`src/rtl/encrypt_pipe_xor_rotate.sv`:
```
// encrypt_pipe_xor_rotate
// Final stage of the encrypt/decrypt byte pipeline. Each valid byte is XORed
// with one of three message keys chosen round-robin. The selection advances
// every rf valid bytes (rf = 0 disables advancing). Each time the selection
// wraps from K3 back to K1, all three keys rotate left by one bit. The output
// is registered with one cycle of latency and there is no backpressure.
//
// Optional build macro ENCRYPT_XOR_CHAIN_EN: adds byte chaining. Every output
// byte is additionally XORed with a chain register. In encrypt mode (mode=1)
// the chain register takes the produced byte; in decrypt mode (mode=0) it takes
// the incoming byte. This keeps the stage self-inverse. When the macro is
// undefined, mode is ignored.
//
// Ports:
//   clk       in   rising-edge clock
//   rst       in   asynchronous, active-low reset
//   start     in   message start pulse: loads keys and rot_freq, clears state
//   en        in   byte valid from upstream
//   din       in   scrambled byte from upstream
//   mode      in   1 = encrypt, 0 = decrypt (chaining only)
//   k1..k3    in   message keys, sampled on start
//   rot_freq  in   bytes per key before advancing, sampled on start
//   en_out    out  registered byte valid
//   data_out  out  registered output byte (held while en_out = 0)
//   key_idx   out  current key selection, 0 = K1, 1 = K2, 2 = K3
//   wrap_cnt  out  K3->K1 wraps since start, saturating at 255
module encrypt_pipe_xor_rotate #(
    parameter int DATA_W = 8,
    parameter int CNT_W  = 3
) (
    input  logic              clk,
    input  logic              rst,
    input  logic              start,
    input  logic              en,
    input  logic [DATA_W-1:0] din,
    input  logic              mode,
    input  logic [DATA_W-1:0] k1,
    input  logic [DATA_W-1:0] k2,
    input  logic [DATA_W-1:0] k3,
    input  logic [CNT_W-1:0]  rot_freq,
    output logic              en_out,
    output logic [DATA_W-1:0] data_out,
    output logic [1:0]        key_idx,
    output logic [7:0]        wrap_cnt
);

    typedef enum logic [1:0] {
        KEY1 = 2'd0,
        KEY2 = 2'd1,
        KEY3 = 2'd2
    } key_state_t;

    key_state_t        state, state_next, state_eff;
    logic [DATA_W-1:0] kr1, kr2, kr3;
    logic [DATA_W-1:0] kr1_next, kr2_next, kr3_next;
    logic [DATA_W-1:0] kr1_eff, kr2_eff, kr3_eff;
    logic [CNT_W-1:0]  rf, rf_eff;
    logic [CNT_W-1:0]  bc, bc_next, bc_eff;
    logic [7:0]        wrap_next, wrap_eff;
    logic [DATA_W-1:0] data_next;
    logic [DATA_W-1:0] cur_key;
    logic              advance;

`ifdef ENCRYPT_XOR_CHAIN_EN
    logic [DATA_W-1:0] chain, chain_next, chain_eff;
`else
    logic unused_mode;
    assign unused_mode = mode;
`endif

    function automatic logic [DATA_W-1:0] rol1(input logic [DATA_W-1:0] v);
        return {v[DATA_W-2:0], v[DATA_W-1]};
    endfunction

    function automatic logic [7:0] sat_inc(input logic [7:0] v);
        return (v == 8'hFF) ? v : v + 8'd1;
    endfunction

    assign key_idx = state;

    always_ff @(posedge clk or negedge rst) begin
        if (!rst) begin
            state <= KEY1;
        end else begin
            state <= state_next;
        end
    end

    always_comb begin
        // A start pulse is applied before the byte arriving in the same
        // cycle, so everything below works on these "effective" values.
        kr1_eff   = start ? k1 : kr1;
        kr2_eff   = start ? k2 : kr2;
        kr3_eff   = start ? k3 : kr3;
        rf_eff    = start ? rot_freq : rf;
        bc_eff    = start ? '0 : bc;
        wrap_eff  = start ? 8'd0 : wrap_cnt;
        state_eff = start ? KEY1 : state;
`ifdef ENCRYPT_XOR_CHAIN_EN
        chain_eff  = start ? '0 : chain;
        chain_next = chain_eff;
`endif

        kr1_next   = kr1_eff;
        kr2_next   = kr2_eff;
        kr3_next   = kr3_eff;
        bc_next    = bc_eff;
        wrap_next  = wrap_eff;
        state_next = state_eff;
        data_next  = data_out;
        advance    = 1'b0;

        case (state_eff)
            KEY2:    cur_key = kr2_eff;
            KEY3:    cur_key = kr3_eff;
            default: cur_key = kr1_eff;
        endcase

        if (en) begin
`ifdef ENCRYPT_XOR_CHAIN_EN
            data_next  = din ^ cur_key ^ chain_eff;
            chain_next = mode ? (din ^ cur_key ^ chain_eff) : din;
`else
            data_next = din ^ cur_key;
`endif
            if (rf_eff != '0) begin
                if (bc_eff == rf_eff - CNT_W'(1)) begin
                    bc_next = '0;
                    advance = 1'b1;
                end else begin
                    bc_next = bc_eff + CNT_W'(1);
                end
            end

            case (state_eff)
                KEY1: if (advance) state_next = KEY2;
                KEY2: if (advance) state_next = KEY3;
                KEY3: begin
                    if (advance) begin
                        // Rotated keys apply from the next valid byte on.
                        state_next = KEY1;
                        kr1_next   = rol1(kr1_eff);
                        kr2_next   = rol1(kr2_eff);
                        kr3_next   = rol1(kr3_eff);
                        wrap_next  = sat_inc(wrap_eff);
                    end
                end
                default: state_next = KEY1;
            endcase
        end
    end

    // Output register stage
    always_ff @(posedge clk or negedge rst) begin
        if (!rst) begin
            en_out   <= 1'b0;
            data_out <= '0;
            kr1      <= '0;
            kr2      <= '0;
            kr3      <= '0;
            rf       <= '0;
            bc       <= '0;
            wrap_cnt <= 8'd0;
`ifdef ENCRYPT_XOR_CHAIN_EN
            chain    <= '0;
`endif
        end else begin
            en_out   <= en;
            data_out <= data_next;
            kr1      <= kr1_next;
            kr2      <= kr2_next;
            kr3      <= kr3_next;
            rf       <= rf_eff;
            bc       <= bc_next;
            wrap_cnt <= wrap_next;
`ifdef ENCRYPT_XOR_CHAIN_EN
            chain    <= chain_next;
`endif
        end
    end

endmodule

```
`config.mk`:
```
export PLATFORM = sky130hd
export DESIGN_NAME = encrypt_pipe_xor_rotate
export DESIGN_NICKNAME = d
export VERILOG_FILES = /design/src/rtl/encrypt_pipe_xor_rotate.sv
export SDC_FILE = /design/constraint.sdc
export NUM_CORES = 1
export LEC_CHECK = 0
export ABC_CLOCK_PERIOD_IN_PS = 4300
export CELL_PAD_IN_SITES_DETAIL_PLACEMENT = 0
export CELL_PAD_IN_SITES_GLOBAL_PLACEMENT = 1
export CORE_MARGIN = 4
export CORE_UTILIZATION = 44
export DETAILED_ROUTE_END_ITERATION = 16
export PLACE_DENSITY = 0.95
export SLEW_MARGIN = 20
export SYNTH_ARGS = -nofsm -noshare
export SYNTH_HDL_FRONTEND = slang
export SYNTH_SLANG_ARGS = --single-unit
```
`constraint.sdc`:
```
create_clock -name clk -period 4.3 [get_ports clk]
set_input_delay 0.86 -clock clk [delete_from_list [all_inputs] [get_ports clk]]
set_output_delay 0.86 -clock clk [all_outputs]
set_load 0.02 [all_outputs]
```
==> reports/results.tsv <==
metric	value	unit
synth_top_area_frac	0.427	
synth_ff_type	dfrtp_1	
core	6350	um2
port_buffers	57	
grt_pass1_wl	9540	um
leakagePower	1.50	nW
final-hold-violation-count	0	
slew_headroom	0.585	
drive_above_1_share	0.125	
postSynthAreaPerCell	11.6	um2
synthAdderAreaFrac	0.0349	
clk_transition_reported_paths	0.10	ns
wl	5810	um
globalplace.congestion	0.723	
cp-start-kind	input port	
synth_cell_types	44	
cap_violations	0	
min_period	3.18	ns
yosys-top-cells-area	dfrtp_1 (43%), mux2i_1 (16%), mux4_2 (6.3%)	
cts_made_buffers	5	
p_per_area	333	nW/um2
crit_fanout	13	
dr_total_vias	2023	
cp.arrival	3.41	ns
yosysSeqAreaShare	0.427	
postCtsSetupBuffers	0	
dp_slack	0.804	ns
synth-simple-area-share	0.0973	
yosysWarningCount	0	
drv_slew	0	
cp_slowest_stage_delay	0.42	ns
grt_overflow_total	0	
initial_core_util	0.452	
crit_cells	9	
clockBufferDepth	2	
setup_ws	1.12	ns
die-area	7880	um2
drt.antenna.violating_nets	0	
cts_root_buf	clkbuf_8	
tightest_slew	0.622	ns
mostFrequentLayoutCells	clkdlybuf4s50_1 (55), dfrtp_1 (49), mux2i_1 (45), nor2_1 (15), xnor2_1 (12)	
drtIter0Drc	127	
grt_max_degree	50	
crit_path_end_kind	flop	
hp-class	reg -> reg	
path_cells	clkdlybuf4s50_1, mux2i_1, ha_1, xnor2_1, o31ai_1, o2111a_2, buf_4, buf_4, mux2i_1	
fin_crit_sh	0.740	
synthMuxAreaShare	0.274	
synth_xor_area_frac	0.0397	
synth_fp_nets	295	
synth-compound-area-share	0.0863	
antenna_found_initial	0	
clock_sink_count	49	
path_delay_family	buffers and inverters	
holdPathStages	2	
layout_commonest_cell	clkdlybuf4s50_1	
vias_per_cell	5.30	
fin_util	0.571	
die_width	88.8	um
required	4.53	ns
track_usage	0.156	
ys_async_sr_fraction	1.00	
grt_pass1_vias	2042	
synth_top_family_by_area	multiplexers	
nets	352	
drc_errors	0	
n_antenna_cell	0	
setup_viol	0	
ios	59	
whs	0.534	ns
synthCells	247	
synth_area	2870	um2
clock_skew	0.0111	ns
synth-edff-count	0	
rsz0062_at_grt	false	
ys_seq_elements	49	
ff2ff_path_depth	8	
peakVddDrop	0.201	mV
dp_hpwl	4350	um
drtPass1Iterations	4	
die_h	88.8	um
cts.repair.resized	0	
clk_latency	0.30	ns
cts_tree	done	
hold_buffers	0	
timing.fmax	0.314	GHz
crit_type	in -> reg	
p_total	1.21	mW
synth_top_area_cell	dfrtp_1	
row_count	29	
slowest_stage	clkdlybuf4s50_1	
cts_max_level	2	
fin_tns_setup	0	ns
status	completed	
area_delta_synth_final	26.4	%
post_drt_wl_per_cell	15.2	um
crit_buf_inv	3	
[area by class of cell]
class	instances	area, um2
sequential	49	1230
fill	530	2720
clock inverter	3	68.8
multi-input combinational	176	1530
tap	77	96.3
timing repair buffer	63	606
inverter	9	33.8
clock buffer	5	68.8
[logic make-up after synthesis]
logic type,after synthesis
muxes,66
adders and majority gates,8
and+or+nand+nor,55
AOI/OAI and AO/OA,34
buffers and inverters,22
DFF,49
xor gates and xnor gates,13
[worst reg2reg max path, stage by stage, from the launching register on]
cell	delay, ns
dfrtp_1	0.41
mux2i_1	0.24
ha_1	0.30
xnor2_1	0.13
o31ai_1	0.32
o2111a_2	0.37
buf_4	0.25
buf_4	0.27
mux2i_1	0.23
[per-layer routing]
| layer | track usage | vias up | share of wire |
|---|---|---|---|
| met1 | 0.213 | 977 | 0.48 |
| met4 | 0.0330 | 0 | 0.0083 |
| met3 | 0.0484 | 6 | 0.055 |
| li1 | - | 998 | - |
| met2 | 0.247 | 42 | 0.45 |
| met5 | 0 | - | 0 |
[power breakdown]
group | leakage [nW] | internal, mW | switching, mW
Combinational | 0.839 | 0.151 | 0.134
Clock | 0.0687 | 0.234 | 0.157
Sequential | 0.595 | 0.506 | 0.0237
[worst paths after layout]
| path | startpoint | end | slack (ns) |
|---|---|---|---|
| worst max-delay path | rot_freq[0] | kr2[2] | 1.12 |
| worst min-delay path | data_out[0] | data_out[0] | 0.53 |
| worst max register to register | rf[0] | kr2[2] | 1.71 |
| worst min register to register | data_out[0] | data_out[0] | 0.53 |
| max in group asynchronous | rst | wrap_cnt[5] | 3.23 |
| min in group asynchronous | rst | bc[2] | 0.65 |
[synth_stat cells (2+ instances only)]
cell / n
mux2i_1: 45
dfrtp_1: 49
buf_2: 2
inv_1: 8
mux2_2: 8
mux4_2: 8
mux2_1: 2
clkbuf_1: 3
buf_4: 4
ha_1: 8
a2bb2oi_1: 8
buf_1: 2
o211ai_1: 2
mux2_4: 2
buf_6: 2
a21oi_1: 10
o21ai_0: 3
nand3_1: 5
nor2_1: 15
xnor2_1: 12
nand2b_1: 6
nor3_1: 3
nand2_1: 11
nor2b_1: 9
[registers in the layout, indices dropped and copies added (netlist names), 2 cells and up]
name and cells:
data_out 8, kr1 8, kr2 8, kr3 8, wrap_cnt 8, bc 3
rf 3, key_idx 2
[through the flow]
step / area (um2) / cells
after floorplan: 2870 / 247
after CTS: 3630 / 382
after global routing: 3630 / 382
final: 3630 / 382
after detailed placement: 3490 / 374
after global placement: 3490 / 374
(Power assumes the default switching activity.)
